$ cat src/rtl/stream_topk.sv
// stream_topk: per-frame streaming top-K selector for signed samples.
// Keeps a sorted insertion list of the K best samples of the current frame
// and publishes it, with occupancy and sample count, one cycle after the
// frame's last sample.
module stream_topk #(
    parameter int WIDTH   = 6,
    parameter int K       = 3,
    parameter int DESCEND = 1,
    parameter int CNT_W   = 8
) (
    input  logic                       clk,
    input  logic                       rst,
    input  logic                       in_valid,
    input  logic [WIDTH-1:0]           in_data,
    input  logic                       in_last,
    output logic                       out_valid,
    output logic [K*WIDTH-1:0]         out_list,
    output logic [$clog2(K+1)-1:0]     out_num,
    output logic [CNT_W-1:0]           out_cnt
);

    localparam int NUM_W = $clog2(K+1);

    // Working list: slot 0 is the best value; empty slots always sit below
    // filled ones and always hold 0.
    logic signed [WIDTH-1:0] slot_q [K];
    logic signed [WIDTH-1:0] slot_d [K];
    logic [K-1:0]            vld_q;
    logic [K-1:0]            vld_d;
    logic [CNT_W-1:0]        cnt_q;
    logic [CNT_W-1:0]        cnt_d;

    logic                    out_valid_q, out_valid_d;
    logic [K*WIDTH-1:0]      out_list_q, out_list_d;
    logic [NUM_W-1:0]        out_num_q, out_num_d;
    logic [CNT_W-1:0]        out_cnt_q, out_cnt_d;

    // Post-insertion view of the list for the sample currently offered.
    logic signed [WIDTH-1:0] x;
    logic [K-1:0]            better;
    logic [K-1:0]            ins;
    logic [K-1:0]            prev_ins;
    logic signed [WIDTH-1:0] shift_val [K];
    logic [K-1:0]            shift_vld;
    logic signed [WIDTH-1:0] new_val [K];
    logic [K-1:0]            new_vld;
    logic [NUM_W-1:0]        new_num;
    logic [CNT_W-1:0]        cnt_inc;

    // Insertion network: the insert mask is monotone (once x beats a slot it
    // beats every slot below), so the first set bit is the write position and
    // every later set bit takes the value shifted down from above. Ties are
    // not "better", so an equal sample lands below the earlier equal entries.
    always_comb begin
        x         = $signed(in_data);
        better    = '0;
        ins       = '0;
        prev_ins  = '0;
        shift_vld = '0;
        new_vld   = '0;
        new_num   = '0;
        for (int i = 0; i < K; i++) begin
            shift_val[i] = '0;
            new_val[i]   = '0;
        end
        for (int i = 0; i < K; i++) begin
            if (DESCEND != 0) begin
                better[i] = (x > slot_q[i]);
            end else begin
                better[i] = (x < slot_q[i]);
            end
            ins[i] = !vld_q[i] || better[i];
        end
        for (int i = 1; i < K; i++) begin
            prev_ins[i]  = ins[i-1];
            shift_val[i] = slot_q[i-1];
            shift_vld[i] = vld_q[i-1];
        end
        for (int i = 0; i < K; i++) begin
            if (ins[i] && !prev_ins[i]) begin
                new_val[i] = x;
                new_vld[i] = 1'b1;
            end else if (ins[i]) begin
                new_val[i] = shift_val[i];
                new_vld[i] = shift_vld[i];
            end else begin
                new_val[i] = slot_q[i];
                new_vld[i] = vld_q[i];
            end
            if (new_vld[i]) begin
                new_num = new_num + NUM_W'(1);
            end
        end
        cnt_inc = (cnt_q == {CNT_W{1'b1}}) ? cnt_q : cnt_q + CNT_W'(1);
    end

    // Next-state selection: hold on idle cycles, insert on accepted samples,
    // publish and clear the working list on an accepted last sample.
    always_comb begin
        out_valid_d = 1'b0;
        out_list_d  = out_list_q;
        out_num_d   = out_num_q;
        out_cnt_d   = out_cnt_q;
        vld_d       = vld_q;
        cnt_d       = cnt_q;
        for (int i = 0; i < K; i++) begin
            slot_d[i] = slot_q[i];
        end
        if (in_valid) begin
            if (in_last) begin
                out_valid_d = 1'b1;
                out_num_d   = new_num;
                out_cnt_d   = cnt_inc;
                for (int i = 0; i < K; i++) begin
                    out_list_d[i*WIDTH +: WIDTH] = new_vld[i] ? new_val[i] : '0;
                    slot_d[i] = '0;
                end
                vld_d = '0;
                cnt_d = '0;
            end else begin
                for (int i = 0; i < K; i++) begin
                    slot_d[i] = new_val[i];
                end
                vld_d = new_vld;
                cnt_d = cnt_inc;
            end
        end
    end

    // State registers with synchronous reset.
    always_ff @(posedge clk) begin
        if (rst) begin
            for (int i = 0; i < K; i++) begin
                slot_q[i] <= '0;
            end
            vld_q       <= '0;
            cnt_q       <= '0;
            out_valid_q <= 1'b0;
            out_list_q  <= '0;
            out_num_q   <= '0;
            out_cnt_q   <= '0;
        end else begin
            for (int i = 0; i < K; i++) begin
                slot_q[i] <= slot_d[i];
            end
            vld_q       <= vld_d;
            cnt_q       <= cnt_d;
            out_valid_q <= out_valid_d;
            out_list_q  <= out_list_d;
            out_num_q   <= out_num_d;
            out_cnt_q   <= out_cnt_d;
        end
    end

    assign out_valid = out_valid_q;
    assign out_list  = out_list_q;
    assign out_num   = out_num_q;
    assign out_cnt   = out_cnt_q;

endmodule

$ cat config.mk
export PLATFORM = sky130hd
export DESIGN_NAME = stream_topk
export DESIGN_NICKNAME = d
export VERILOG_FILES = /design/src/rtl/stream_topk.sv
export SDC_FILE = /design/constraint.sdc
export NUM_CORES = 1
export LEC_CHECK = 0
export CAP_MARGIN = 20
export CORE_MARGIN = 3
export CORE_UTILIZATION = 40
export CTS_BUF_LIST = sky130_fd_sc_hd__clkbuf_4 sky130_fd_sc_hd__clkbuf_8
export CTS_CLUSTER_SIZE = 40
export DETAILED_ROUTE_END_ITERATION = 10
export PLACE_DENSITY_LB_ADDON = 0.2
export SLEW_MARGIN = 20
export SYNTH_ARGS = -nofsm -noshare
export SYNTH_HDL_FRONTEND = slang
export SYNTH_SLANG_ARGS = --single-unit
export TNS_END_PERCENT = 1
$ cat constraint.sdc
create_clock -name clk -period 6.95 [get_ports clk]
set_clock_uncertainty 0.15 [all_clocks]
set_input_delay 0.695 -clock clk [delete_from_list [all_inputs] [get_ports clk]]
set_output_delay 0.695 -clock clk [all_outputs]
set_load 0.005 [all_outputs]
==> results of run 1 <==
[layout by cell type (no fill, tap or decap), types with 8 or more instances in the layout]
master and instances:
o221ai_1 11, clkbuf_8 10, a32oi_1 8, clkdlybuf4s50_1 38, a21oi_1 33, nor2_1 29, nand2_1 37, a22oi_1 9
dfxtp_1 58, nor3_1 9, o21ai_0 24, ha_1 20, mux2i_1 14, o2bb2ai_1 8, inv_1 22
[layout make-up]
| type | count | area (µm²) | area share [%] |
|---|---|---|---|
| clock buffers | 11 | 145 | 3.87 |
| multi-input cells | 264 | 1760 | 47.0 |
| clock inverters | 5 | 77.6 | 2.07 |
| well taps | 99 | 124 | 3.30 |
| flip-flops and latches | 58 | 1160 | 31.0 |
| repair buffers | 40 | 395 | 10.5 |
| inverters | 22 | 82.6 | 2.20 |
[kinds of logic after synthesis]
kind of cell | Yosys count | synth area share, %
flops | 58 | 37.2
simple gates | 105 | 15.6
mux | 14 | 4.49
fa+ha+maj | 20 | 8.03
buf+inv | 42 | 6.30
xor+xnor | 4 | 1.12
other cells | 1 | 0.120
compound gates | 120 | 27.1
[worst paths after layout]
path                            slack [ns]                      start                       to  depth (start not counted)
worst max-delay path                  3.39                 in_data[3]  out_num[0]$_SDFFE_PP0P_                         11
worst min-delay path                  0.31    out_cnt[0]$_SDFFE_PP0P_  out_cnt[0]$_SDFFE_PP0P_                          2
worst max register to register        3.93  slot_q[0][9]$_SDFFE_PP0P_  out_num[0]$_SDFFE_PP0P_                         11
worst min register to register        0.31    out_cnt[0]$_SDFFE_PP0P_  out_cnt[0]$_SDFFE_PP0P_                          2
[worst max-delay path, cell delays in order]
cell,delay (ns)
clkdlybuf4s50_1,0.66
ha_1,0.31
a21o_1,0.21
a2111oi_4,0.34
o21a_1,0.20
o21ai_0,0.12
nand2b_1,0.11
ha_1,0.23
or4_1,0.51
a31oi_1,0.18
nor2_1,0.05
[per-layer routing]
| layer | vias up | share of wire (%) | track usage [%] | wire length, µm |
|---|---|---|---|---|
| li1 | 1392 | - | - | - |
| met1 | 1326 | 46 | 25.6 | 3680 |
| met2 | 78 | 47 | 29.2 | 3740 |
| met3 | 10 | 5.8 | 5.05 | 468 |
| met4 | 0 | 1.7 | 7.22 | 136 |
| met5 | - | 0 | 0 | 0 |
[registers in the layout, summed over array words and instances, names as in the netlist]
signal,count
vld_q,3
out_cnt,8
slot_q,18
cnt_q,8
out_list,18
out_valid,1
out_num,2
[per-stage QoR]
stage | hold WS (ns) | cells | area [µm²] | util, %
floorplan | 0.298 | 364 | 3120 | -
global placement | 0.297 | 483 | 3520 | 47.6
detailed placement | 0.297 | 483 | 3520 | 47.6
CTS | 0.314 | 499 | 3750 | 50.6
global route | 0.333 | 499 | 3750 | 50.6
finish | 0.311 | 499 | 3750 | 50.6
[power breakdown]
group	internal, mW	leakage (nW)	switching (mW)	total [mW]
Combinational	0.0365	0.768	0.0498	0.0863
Sequential	0.341	0.471	0.00630	0.347
Clock	0.214	0.113	0.134	0.349
Total	0.592	1.35	0.191	0.782
==> metrics.csv, run 1 <==
stage;metric;value;unit
outcome;status;complete, no violations;
detailed_routing;drtIter0Drc;142;
timing;hold_violations;0;
synth;synth_async_sr_flop_share;0;%
synth;ys_ff_latch;58;
setup_path;cp_max_fo;8;
detailed_routing;drc;0;
detailed_routing;routed-via-count;2806;
synth;syn_nets;394;
die;die_w;94.3;µm
cells_and_area;fill_cells;736;
synth;synth_top_cell_by_area;dfxtp_1;
setup_path;worst_setup_path_end_kind;flop;
die;ios;39;
die;start_util;42.1;%
timing;fin_crit_sh;51.2;%
timing;maxSlewViolCount;0;
synth;yosys-top-cells-count;dfxtp_1, nand2_1, a21oi_1;
die;dieArea;0.00889;mm²
place;place_hpwl;5770;µm
grt;overflow;0;
clock_network;cts.repair.resized;0;
timing;setup_viol;0;
timing;setup_slack;3.39;ns
die;coreArea;0.00741;mm²
synth;ys_top_cells_by_area;dfxtp_1, ha_1, a21oi_1;
clock_network;htreeDepth;3;
synth;synth_flop_cell;dfxtp_1;
grt;grt_util_all_layers;19.1;%
synth;syn_area;0.00312;mm²
place;io_buffers;38;
place;gp_congestion;0.835;
synth;synth_area_per_cell;8.57;µm²
synth;yosys_warnings;0;
grt;grt_max_degree;28;
clock_network;cts_tree;done;
die;die_y;94.3;µm
pwr;power;0.782;mW
detailed_routing;wl_per_cell;16.1;µm
cells_and_area;diodes;0;
synth;yosysUniqueCellTypes;50;
clock_network;root_buffer;clkbuf_8;
setup_path;crit_required;7.02;ns
timing;period_needed;3.56;ns
setup_path;path_class;in -> reg;
timing;tightest_slew;0.910;ns
timing;grt_setup_unrepaired;false;
clock_network;clkTransAtPathRegs;0.06;ns
die;num_rows;31;
cells_and_area;nets;425;
pwr;leakagePower;1.35;nW
grt;antenna_found_initial;0;
detailed_routing;drt-total-wl;8020;µm
clock_network;ctsHoldBuffers;0;
clock_network;cts_setup_buffers;0;
pwr;powerDensity;209;mW/mm²
timing;setup_tns;0;ns
place;pre_cts_ws;3.07;ns
grt;grt_pass1_wl;13100;µm
synth;yosysMostFrequentCell;dfxtp_1;
detailed_routing;antenna_left;0;
synth;synth_top_area_share;37.2;%
cells_and_area;drive_above_1_share;6.50;%
setup_path;cp-start-kind;input port;
clock_network;insertion_delay;0.34;ns
timing;relSlewSlack;39.1;%
clock_network;cts_made_buffers;9;
detailed_routing;via_per_inst;5.62;
synth;synthCells;364;
detailed_routing;drt_first_pass_iters;4;
clock_network;clock_sinks;58;
cells_and_area;syn_to_final_growth;20.2;%
timing;fmax;0.281;GHz
pwr;ir_drop;115;µV
run;drv_cap;0;
worst_hold_path;hp-class;reg -> reg;
setup_path;cp.arrival;3.63;ns
grt;grt_pass1_vias;2690;
clock_network;clk_path_buf_depth;2;
synth;synth-edff-count;0;
synth;seq_area_frac_synth;37.2;%
Power figures use the tool's default switching activity.
==> inputs of run 2 (changes only) <==
clock period = 3 ns   (was 6.95 ns; I/O delays follow)
==> run 2 against run 1 <==
Net effect: power up 130%; die area unchanged; worst setup slack worse by 3.3 ns; global-route usage up 0.32 points; utilization up 2.9 points; combinational power rose to 2.6 times the previous value; non-clock buffer count up 28; critical path depth unchanged; critical endpoint unchanged.
==> metrics.csv, run 2 (synthesis gave the netlist of run 1 again) <==
stage;metric;value;unit
worst_hold_path;hold_start;out_cnt[0]$_SDFFE_PP0P_;
clock_network;root_buffer;clkbuf_8;
timing;hold_violations;0;
timing;setup_viol;0;
die;coreArea;0.00741;mm²
cells_and_area;syn_to_final_growth;27.2;%
setup_path;r2r_start;slot_q[0][9]$_SDFFE_PP0P_;
die;ios;39;
setup_path;cp.arrival;2.94;ns
detailed_routing;antenna_left;0;
die;num_rows;31;
setup_path;crit_end;out_num[0]$_SDFFE_PP0P_;
detailed_routing;routed-via-count;2878;
cells_and_area;utilization;53.5;%
pwr;powerDensity;451;mW/mm²
place;placed_cells;511;
setup_path;cp-start-kind;input port;
timing;relSlewSlack;53.8;%
place;place_hpwl;6040;µm
detailed_routing;wl_per_cell;15.4;µm
pwr;switching_share;24.5;%
clock_network;insertion_delay;0.34;ns
setup_path;r2r_slack;0.18;ns
cells_and_area;nets;453;
setup_path;r2r_cells;11;
timing;period_needed;2.87;ns
pwr;clkPwrFrac;42.5;%
worst_hold_path;hp-class;reg -> reg;
detailed_routing;drc;0;
place;gp_congestion;0.868;
timing;tightest_slew;0.690;ns
die;start_util;42.1;%
setup_path;r2r_end;out_num[0]$_SDFFE_PP0P_;
setup_path;cp_max_fo;3;
setup_path;crit_required;3.07;ns
grt;grt_max_degree;27;
die;die_w;94.3;µm
clock_network;cts_made_buffers;9;
pwr;leakagePower;1.49;nW
clock_network;cts_tree;done;
cells_and_area;layout_commonest_cell;dfxtp_1;
clock_network;clock_sinks;58;
timing;maxSlewViolCount;0;
pwr;internal_power;1.35;mW
die;dieArea;0.00889;mm²
timing;grt_setup_unrepaired;false;
detailed_routing;via_per_inst;5.47;
outcome;status;complete, no violations;
grt;grt_pass1_vias;2693;
setup_path;path_class;in -> reg;
detailed_routing;drtIter0Drc;114;
timing;fin_crit_sh;95.8;%
pwr;p_switching;0.438;mW
detailed_routing;drt-total-wl;8100;µm
place;io_buffers;38;
setup_path;setup.worst_path.start;in_data[3];
timing;whs;0.311;ns
grt;antenna_found_initial;0;
grt;overflow;0;
cells_and_area;stdcell_count;526;
grt;grt_pass1_wl;13300;µm
cells_and_area;diodes;0;
run;drv_cap;0;
timing;fmax;0.348;GHz
pwr;power;1.79;mW
clock_network;htreeDepth;3;
pwr;combPwrFrac;12.5;%
clock_network;clk_path_buf_depth;2;
die;die_y;94.3;µm
detailed_routing;drt_first_pass_iters;5;
grt;grt_util_all_layers;19.4;%
setup_path;worst_setup_path_end_kind;flop;
cells_and_area;final_cell_mix;dfxtp_1, clkdlybuf4s50_1, nand2_1;
cells_and_area;drive_above_1_share;12.4;%
pwr;ir_drop;220;µV
clock_network;clkTransAtPathRegs;0.07;ns
pwr;seqPwrFrac;45.0;%
run 2: changes by cell type in the layout (fill, tap and decap cells not counted):
cell	delta
bufinv_16	-1
ha_1	-1
buf_4	+27
clkinvlp_4	-1
o21ai_0	-1
nor2_1	+1
o21ai_1	+1
buf_12	+1
ha_4	+1
clkinv_2	-1
clkbuf_8	+2
nor2_2	-1
run 2: metal layers:
metal  share of wire, %  wire length (µm)  GRT usage (%)
met5                  0                 0              0
met4                2.2               178           9.03
met3                5.0               405           4.33
met2                 46              3730           29.4
met1                 47              3790           26.1
run 2: how the worst min path moves through the flow:
| stage | end | slack, ns | depth (start not counted) |
|---|---|---|---|
| final | out_cnt[0]$_SDFFE_PP0P_ | 0.31 | 2 |
| after global placement | out_cnt[0]$_SDFFE_PP0P_ | 0.29 | 2 |
| after CTS | out_cnt[7]$_SDFFE_PP0P_ | 0.31 | 2 |
| after global routing | out_cnt[0]$_SDFFE_PP0P_ | 0.34 | 2 |
| after floorplan | out_cnt[0]$_SDFFE_PP0P_ | 0.30 | 2 |
| after detailed placement | out_cnt[6]$_SDFFE_PP0P_ | 0.30 | 2 |
run 2: metrics by stage:
step	setup TNS, ns	cell area (µm²)	setup WS, ns
final	0	3970	0.126
after global placement	-0.233	3750	-0.233
after CTS	0	3950	0.0566
after global routing	0	3970	0.0134
after floorplan	0	3120	0.237
after detailed placement	-0.274	3750	-0.274
run 2: cell type report:
cell class / instances / area (µm²)
inverters: 22 / 82.6
flip-flops and latches: 58 / 1160
repair buffers: 68 / 618
clock inverters: 2 / 35.0
well taps: 99 / 124
clock buffers: 13 / 173
fillers: 697 / 3440
multi-input cells: 264 / 1770
run 2: timing repair:
| action | CTS | global route |
|---|---|---|
| endpoints found under the hold margin | 0 | 0 |
| hold buffers | 0 | 0 |
| resized for setup | 0 | 2 |
| buffers inserted | 0 | 0 |
| endpoints found under the setup margin | 0 | 1 |
run 2: power groups by stage:
stage                     logic (mW)  clock network, mW  registers (mW)
final                          0.224              0.759           0.804
after global routing           0.249              0.813           0.807
after detailed placement       0.222                  0           0.821
after global placement         0.219                  0           0.821
after floorplan                0.122                  0           0.820
after CTS                      0.223              0.779           0.804
run 2: critical path: stages:
cell and delay (ns):
clkdlybuf4s50_1 0.53, ha_4 0.22, a21o_1 0.20, a2111oi_4 0.33, o21a_1 0.20, o21ai_1 0.10, nand2b_1 0.09, ha_1 0.23
or4_1 0.51, a31oi_1 0.18, nor2_1 0.06
==> inputs of run 3 (changes only) <==
SLEW_MARGIN = 0   (was 20)
==> results of run 3 <==
No change in the layout: final DEF, timing and power equal those of run 2.
